**src/rtl/icache_dm_if.sv**
```systemverilog
`default_nettype none
// ============================================================================
//  Module      : icache_dm_if
//  Description : Datapath fetch port and memory-controller read port of the
//                direct-mapped instruction cache, bundled as one interface.
//                'slave' is the cache view; 'master' is the environment view
//                (datapath plus memory controller).
//  Revision    : 1.0  initial release
// ============================================================================
interface icache_dm_if;
    // Datapath side
    logic        imemREN;
    logic [31:0] imemaddr;
    logic        ihit;
    logic [31:0] imemload;
    logic        flush;
    // Memory-controller side
    logic        iREN;
    logic [31:0] iaddr;
    logic        iwait;
    logic [31:0] iload;

    modport slave (
        input  imemREN, imemaddr, flush, iwait, iload,
        output ihit, imemload, iREN, iaddr
    );

    modport master (
        output imemREN, imemaddr, flush, iwait, iload,
        input  ihit, imemload, iREN, iaddr
    );
endinterface
`default_nettype wire

```
**src/rtl/icache_dm.sv**
```systemverilog
`default_nettype none
// ============================================================================
//  Module      : icache_dm
//  Description : Direct-mapped, one-word-per-frame instruction cache.
//                Hits are combinational in IDLE; a miss latches the address
//                and fetches one word from the memory controller in FETCH.
//                Flush invalidates every frame, deferred until a fill ends.
//  Revision    : 1.0  initial release
// ============================================================================
module icache_dm #(
    parameter int SETS = 16,
    parameter int IDXW = $clog2(SETS)
) (
    input  logic       CLK,
    input  logic       nRST,
    icache_dm_if.slave bus
);

    localparam int TAGW = 32 - IDXW - 2;

    typedef enum logic [0:0] {
        IDLE  = 1'b0,
        FETCH = 1'b1
    } state_t;

    state_t          state_q;
    logic [SETS-1:0] valid_q;
    logic [TAGW-1:0] tag_q  [SETS];
    logic [31:0]     data_q [SETS];
    logic [31:0]     miss_addr_q;
    logic            flush_pend_q;
    logic            iren_q;

    logic [IDXW-1:0] req_idx;
    logic [TAGW-1:0] req_tag;
    logic [IDXW-1:0] miss_idx;
    logic [TAGW-1:0] miss_tag;
    logic            lookup_hit;
    logic            hit;
    logic            fill_en;

    // Address split: byte offset ignored, index selects the frame, tag compared.
    assign req_idx  = bus.imemaddr[IDXW+1:2];
    assign req_tag  = bus.imemaddr[31:IDXW+2];
    assign miss_idx = miss_addr_q[IDXW+1:2];
    assign miss_tag = miss_addr_q[31:IDXW+2];

    // Raw tag lookup; a cleared valid bit masks unreset tag/data contents.
    assign lookup_hit = valid_q[req_idx] & (tag_q[req_idx] == req_tag);

    // A hit is only reported in IDLE and never while a deferred flush is due.
    assign hit = (state_q == IDLE) & bus.imemREN & ~flush_pend_q & lookup_hit;

    // The memory word is accepted in the FETCH cycle where iwait drops.
    assign fill_en = (state_q == FETCH) & ~bus.iwait;

    assign bus.ihit     = hit;
    assign bus.imemload = hit ? data_q[req_idx] : 32'h0;
    assign bus.iREN     = iren_q;
    assign bus.iaddr    = iren_q ? miss_addr_q : 32'h0;

    // Control FSM: miss detection, fill completion, valid bits and flush handling.
    always_ff @(posedge CLK or negedge nRST) begin
        if (!nRST) begin
            state_q      <= IDLE;
            valid_q      <= '0;
            miss_addr_q  <= 32'h0;
            flush_pend_q <= 1'b0;
            iren_q       <= 1'b0;
        end else begin
            case (state_q)
                IDLE: begin
                    if (flush_pend_q || bus.flush) begin
                        // Invalidate everything; never start a miss in this cycle.
                        valid_q      <= '0;
                        flush_pend_q <= 1'b0;
                    end else if (bus.imemREN && !lookup_hit) begin
                        miss_addr_q <= bus.imemaddr;
                        state_q     <= FETCH;
                        iren_q      <= 1'b1;
                    end
                end
                FETCH: begin
                    // A flush seen mid-fill is remembered and applied in IDLE,
                    // so it also wipes the frame being filled now.
                    if (bus.flush) begin
                        flush_pend_q <= 1'b1;
                    end
                    if (!bus.iwait) begin
                        valid_q[miss_idx] <= 1'b1;
                        state_q           <= IDLE;
                        iren_q            <= 1'b0;
                    end
                end
                default: begin
                    state_q <= IDLE;
                    iren_q  <= 1'b0;
                end
            endcase
        end
    end

    // Tag/data storage is not reset; written only when a fill completes.
    always_ff @(posedge CLK) begin
        if (fill_en) begin
            tag_q[miss_idx]  <= miss_tag;
            data_q[miss_idx] <= bus.iload;
        end
    end

endmodule
`default_nettype wire

```
**src/flat_wrapper.sv**
```systemverilog
// flat-port wrapper written by rule: the top's interface ports become plain ports
module icache_dm_flat 
#(
    parameter int SETS = 16,
    parameter int IDXW = $clog2(SETS)
)
  (CLK, nRST, bus_imemREN, bus_imemaddr, bus_flush, bus_iwait, bus_iload, bus_ihit, bus_imemload, bus_iREN, bus_iaddr);
  icache_dm_if bus_i ();
  input  logic CLK;
  input  logic nRST;
  input wire logic [$bits(bus_i.imemREN)-1:0] bus_imemREN;
  input wire logic [$bits(bus_i.imemaddr)-1:0] bus_imemaddr;
  input wire logic [$bits(bus_i.flush)-1:0] bus_flush;
  input wire logic [$bits(bus_i.iwait)-1:0] bus_iwait;
  input wire logic [$bits(bus_i.iload)-1:0] bus_iload;
  output wire logic [$bits(bus_i.ihit)-1:0] bus_ihit;
  output wire logic [$bits(bus_i.imemload)-1:0] bus_imemload;
  output wire logic [$bits(bus_i.iREN)-1:0] bus_iREN;
  output wire logic [$bits(bus_i.iaddr)-1:0] bus_iaddr;
  assign bus_i.imemREN = bus_imemREN;
  assign bus_i.imemaddr = bus_imemaddr;
  assign bus_i.flush = bus_flush;
  assign bus_i.iwait = bus_iwait;
  assign bus_i.iload = bus_iload;
  assign bus_ihit = bus_i.ihit;
  assign bus_imemload = bus_i.imemload;
  assign bus_iREN = bus_i.iREN;
  assign bus_iaddr = bus_i.iaddr;
  icache_dm #(.SETS(SETS), .IDXW(IDXW)) u_core (.CLK(CLK), .nRST(nRST), .bus(bus_i));
endmodule
```
**config.mk**
```make
export PLATFORM = sky130hd
export DESIGN_NAME = icache_dm_flat
export DESIGN_NICKNAME = d
export VERILOG_FILES = /design/src/rtl/icache_dm_if.sv /design/src/rtl/icache_dm.sv /design/src/flat_wrapper.sv
export SDC_FILE = /design/constraint.sdc
export NUM_CORES = 1
export LEC_CHECK = 0
export BUFFER_PORTS_ARGS = -buffer_cell sky130_fd_sc_hd__buf_4
export CAP_MARGIN = 5
export CELL_PAD_IN_SITES_DETAIL_PLACEMENT = 0
export CELL_PAD_IN_SITES_GLOBAL_PLACEMENT = 1
export CORE_MARGIN = 10
export CORE_UTILIZATION = 55
export CTS_CLUSTER_DIAMETER = 150
export DETAILED_ROUTE_END_ITERATION = 12
export PLACE_DENSITY = 0.87
export SKIP_CTS_REPAIR_TIMING = 1
export SLEW_MARGIN = 15
export SYNTH_ARGS = -nofsm -noshare
export SYNTH_HDL_FRONTEND = slang
export SYNTH_SLANG_ARGS = --single-unit
```
**constraint.sdc**
```tcl
create_clock -name CLK -period 14.4 [get_ports CLK]
set_input_delay 2.88 -clock CLK [delete_from_list [all_inputs] [get_ports CLK]]
set_output_delay 2.88 -clock CLK [all_outputs]
set_load 0.01 [all_outputs]
```
# Word-level counts from Yosys, hierarchy flattened
# Memories as Yosys holds them, arrays and structs flattened.
# Index checks and enable logic that the tools add are counted.
dict set report totals {
  mem_count 2
  output_inout_bits 66
  rom_bits 0
  latchBits 0
  word_cells 56
  regBits 51
  ramBits 928
}
dict set report classes {
  n_mul 0
  n_mux 22
  n_eq_ne 6
  div 0
  n_reduce_logical 8
  n_bitwise 10
  n_shift 0
  n_lt_le_gt_ge 3
  add_sub_neg 0
}
# memory words word_bits read_ports rd_clocked_by_memory_dff wr line_no
set mem_list {}
lappend mem_list {u_core.data_q 16 32 1 0 1 icache_dm.sv:29} ;# logic [31:0] data_q [SETS];
lappend mem_list {u_core.tag_q 16 26 1 0 1 icache_dm.sv:28} ;# logic [TAGW-1:0] tag_q [SETS];
# cell n
set ops {}
lappend ops {{$mux W32} 2}
lappend ops {{$mux W16} 2}
lappend ops {{$pmux W16 S2} 1}
lappend ops {{$eq A26 B26 Y1} 1}
lappend ops {{$or A16 B16 Y16} 1}
lappend ops {{$mux W1} 12}
lappend ops {{$lt A4 B5 Y1 const B} 2}
lappend ops {{$ne A2 B2 Y1 const B} 5}
lappend ops {{$pmux W1 S2} 3}
lappend ops {{$reduce_and A3 Y1} 2}
lappend ops {{$and A1 B1 Y1} 5}
lappend ops {{$bmux W1 S4} 1}
lappend ops {{$demux W1 S4} 1}
lappend ops {{$ge A4 B1 Y1 const B} 1}
lappend ops {{$not A1 Y1} 4}
lappend ops {{$reduce_and A2 Y1} 2}
lappend ops {{$logic_and A1 B1 Y1} 2}
lappend ops {{$logic_not A1 Y1} 1}
lappend ops {{$logic_or A1 B1 Y1} 1}

# Depth between registers and ports, before layout
dict set report logic_depth {
  ltp_word 8
  mapped_depth 14
}

# Worst setup path after synthesis
# No wires, ideal clock.
dict set report synth_timing {
  path_kind {input port to output port}
  startpoint {input port bus_imemaddr[2]}
  endpoint {output port bus_imemload[19]}
  path_stages 10
  n_path_buf 7
  arrival_time_ps 5597
  slack_ps 5923
  required_time_ps 11520
  cell_sequence {buf_6 > buf_6 > buf_6 > buf_6 > clkbuf_1 > buf_2 > buf_2 > mux4_2 > mux4_2 > and2_1}
}
dict set report synth_between {
  elab_chain_cells 5
  elab_cells_between_ends 8
  cone_classes {eq/ne: 1; mux: 3; bitwise: 2; memory: 2}
}
# item line_no
set synth_lines {}
lappend synth_lines {{start: declaration} flat_wrapper.sv:12} ;# input wire logic [$bits(bus_i.imemaddr)-1:0] bus_imemaddr;
lappend synth_lines {{$mem_v2 Z16 W26 / $bmux W1 S4 (equally long branches)} --}
lappend synth_lines {{$eq A26 B26 Y1 / $mux W1 (equally long branches)} icache_dm.sv:49} ;# assign lookup_hit = valid_q[req_idx] & (tag_q[req_idx] == req_tag);
lappend synth_lines {{$and A1 B1 Y1} icache_dm.sv:49}
lappend synth_lines {{$and A1 B1 Y1} icache_dm.sv:52} ;# assign hit = (state_q == IDLE) & bus.imemREN & ~flush_pend_q & lookup_hit;
lappend synth_lines {{$mux W32 (*)} icache_dm.sv:58} ;# assign bus.imemload = hit ? data_q[req_idx] : 32'h0;
lappend synth_lines {{end: declaration} flat_wrapper.sv:17} ;# output wire logic [$bits(bus_i.imemload)-1:0] bus_imemload;
# Mark *: on every way between the ends. The rest lies on a longest branch, timed or not. The select of a mux whose other input is x is not followed.

# Final worst setup path
dict set report layout_timing {
  startpoint {input port bus_imemaddr[2]}
  endpoint {output port bus_imemload[29]}
}
# Same word-level chain as after synthesis.

==> summary.md <==
| Metric | Value |
|---|---|
| Status | finished clean |
| Cells after DPL | 2682 |
| Psw | 1397 uW |
| Worst-case vdd ir drop | 0.09798 mV |
| Crit path kind | input pin to output pin |
| Largest net degree at the start of global routing | 178 |
| Worst hold slack | 0.4941 ns |
| Adder-Cell Fraction of Synth Area | 0% |
| Relative slew slack | 23.03% |
| WP data arrival | 7.64 ns |
| Synth Area in Compound Gates | 1.614% |
| Setup TNS Final | 0 ns |
| Synth cell types | 60 |
| Die X-Extent | 283.3 um |
| Root Buffer | clkbuf_16 |
| Gr ovfl total | 0 |
| Layout area overhead | 13.79% |
| Pwr/cell area | 146.5 nW/um^2 |
| Initial antenna violation count | 7 |
| Vias in the first global route | 19260 |
| Main synth FF type | edfxtp_1 |
| Sequential share of the synthesized area | 76.42% |
| Synthesized netlist net count | 1744 |
| Fin. max-slew vios | 0 |
| Max-cap violations | 0 |
| Register share of total power | 53.8% |
| Hold WC Path Type | flip-flop to flip-flop |
| Mapped Cells | 1675 |
| Fin area | 43390 sq um |
| Final setup vio count | 0 |
| Top Ports | 135 |
| Most frequent cells in the layout | edfxtp_1, mux4_2, buf_4 |
| Core Area | 68710 sq um |
| Layout cells sized above 1 | 32.22% |
| Req. time, crit path | 11.52 ns |
| Worst Path Max Fanout | 109 |
| Int Power | 4960 uW |
| DRT iter0 DRCs | 2326 |
| Via Count | 18260 |
| Fraction of registers with async set/reset | 5.209% |
| Die Ht | 283.3 um |
| Remaining DRCs | 0 |
| Die area | 80270 sq um |
| Post-synthesis mux area share | 17.66% |
| Worst slew pin tran | 1.155 ns |
| Most common cell after layout, fill and taps aside | edfxtp_1 |
| Register area | 29140 sq um |
| WL final | 87.76 mm |
| Area of the multi-input gates | 8633 sq um |
| Cell Area, Synth | 38140 sq um |
| Number of fill cells | 4466 |
| Main combinational cell family by area after synthesis | multiplexers |
| Final min period | 10.52 ns |
| GP Congestion | 0.7527 |
| Final hold viol count | 0 |
| Num rows | 96 |
| H-tree depth | 3 |
| Clock transition at the registers of the reported paths | 0.06 ns |
| Clk pwr share | 39.2% |
| Routed Antenna Nets | 0 |
| Leakage | 0.01417 uW |
| Via density per instance | 6.395 |
| Port Buf Inserts | 134 |
| TritonCTS clock tree | yes |
| Synth Register Bits | 979 |
| DPL Wire Length | 43.73 mm |
| Total Routing Usage GR | 21.92% |
| Wirelength per Cell | 30.74 um |
| Switching part of the total | 21.97% |
| TritonRoute pass-1 iters | 5 |
| Clock latency on the worst-skew pair | 0.65 ns |
| Simple-Gate Fraction of Synth Area | 2.425% |
| Starting Density | 55.51% |
| First-pass GRT wire length | 130.3 mm |
| Post-synth EDFFs | 928 |
| Combinational power share | 7.0% |
| Clock Sinks | 979 |
| Clock skew | 0.01832 ns |
| Avg Inst Size Synth | 22.77 sq um |
| Final #Nets | 1916 |
| CTS Buf Count | 93 |
| Ys Warns | 0 |
| Period Utilization, post-route | 73.07% |
| Non-Filler Instances | 2855 |
| Crit path capture type | output pin |
| Setup ws final | 3.878 ns |
| Area after DPL | 40240 sq um |
| Startpoint Class | input pin |
| F_max | 95.04 MHz |
| CTS Buffer Depth | 3 |
| RSZ-0062 raised after global routing | false |
| XOR/XNOR Fraction of Synth Area | 0.6431% |
| Pre-CTS setup slack | 3.776 ns |
synth_stat cells (5+ instances only):
master,count,area share (%)
mux2_4,28,1.1
xor2_1,13,0.30
edfxtp_1,928,73
nor2_1,20,0.20
and2_1,68,1.1
a221oi_1,5,0.11
dfrtp_1,51,3.3
nand2_1,19,0.19
mux2i_1,46,1.2
xnor2_1,15,0.34
mux2_2,6,0.18
buf_1,10,0.098
and3_1,6,0.098
buf_6,8,0.24
a22oi_1,13,0.26
o21a_1,16,0.31
buf_2,34,0.45
clkbuf_1,33,0.32
nand2b_1,7,0.11
nor3_1,5,0.066
a21oi_1,5,0.066
nor2b_1,7,0.11
mux4_2,255,15
path summary, 6_finish.rpt:
| check | slack [ns] | cells past startpoint | start | to |
|---|---|---|---|---|
| worst max-delay path | 3.88 | 11 | bus_imemaddr[2] | bus_imemload[29] |
| worst min-delay path | 0.49 | 1 | u_core.valid_q[15] | u_core.valid_q[15] |
| worst max register to register | 10.76 | 9 | u_core.tag_q[15][19] | u_core.miss_addr_q[24] |
| worst min register to register | 0.49 | 1 | u_core.valid_q[15] | u_core.valid_q[15] |
| max in group asynchronous | 11.54 | 1 | nRST | u_core.valid_q[7] |
| min in group asynchronous | 2.33 | 1 | nRST | u_core.miss_addr_q[21] |
registers in the layout, indices dropped and copies added, names as in the netlist:
| register | flops |
|---|---|
| u_core.data_q | 512 |
| u_core.miss_addr_q | 32 |
| u_core.tag_q | 416 |
| u_core.valid_q | 16 |
| u_core.flush_pend_q | 1 |
| u_core.state_q | 1 |
| u_core.bus.iREN | 1 |
routing by layer:
metal | global-route usage [%] | wire length (um) | part of all wire, %
met4 | 6.982 | 2506 | 2.9
met1 | 28.52 | 33180 | 38
met3 | 5.267 | 7420 | 8.5
met5 | 0 | 57 | 0.065
met2 | 36.32 | 44600 | 51
through the flow:
step / total power (uW) / utilization, %
6_report: 6357 / 63.16
5_1_grt: 6543 / 63.16
4_1_cts: 6390 / 63.11
3_5_place_dp: 3922 / 58.57
3_3_place_gp: 3900 / 58.57
2_1_floorplan: 3696 / -
layout make-up:
type                            instances  area share (%)
Inverter                                3         0.02595
Tap cell                              931           2.684
Timing Repair Buffer                  167           3.028
Multi-Input combinational cell        603           19.90
Clock buffer                          113           5.726
Sequential cell                       979           67.16
Clock inverter                         56           1.462
Antenna cell                            3         0.01730
power by group through the flow:
stage	registers, uW	clock network (uW)	logic, uW
3_5_place_dp	3470	0	447
2_1_floorplan	3420	0	272
3_3_place_gp	3460	0	442
6_report	3420	2490	445
5_1_grt	3430	2630	478
4_1_cts	3420	2520	452
logic make-up (layout without fill, tap and decap cells):
logic type,Yosys count,in the layout
flops,979,979
compound gates,76,76
simple gates,160,160
buf+inv,93,339
xor+xnor,28,28
mux,339,339
other cells,0,3
worst max-delay path: stages:
cell and delay, ns:
buf_8 0.62, buf_12 0.72, mux4_2 0.59, a22o_1 0.25
a221oi_1 0.25, xor2_1 0.25, nand4_1 0.21, a2111oi_4 0.46
and3_2 0.82, and2_1 0.27, buf_4 0.14
(Power assumes the default switching activity.)
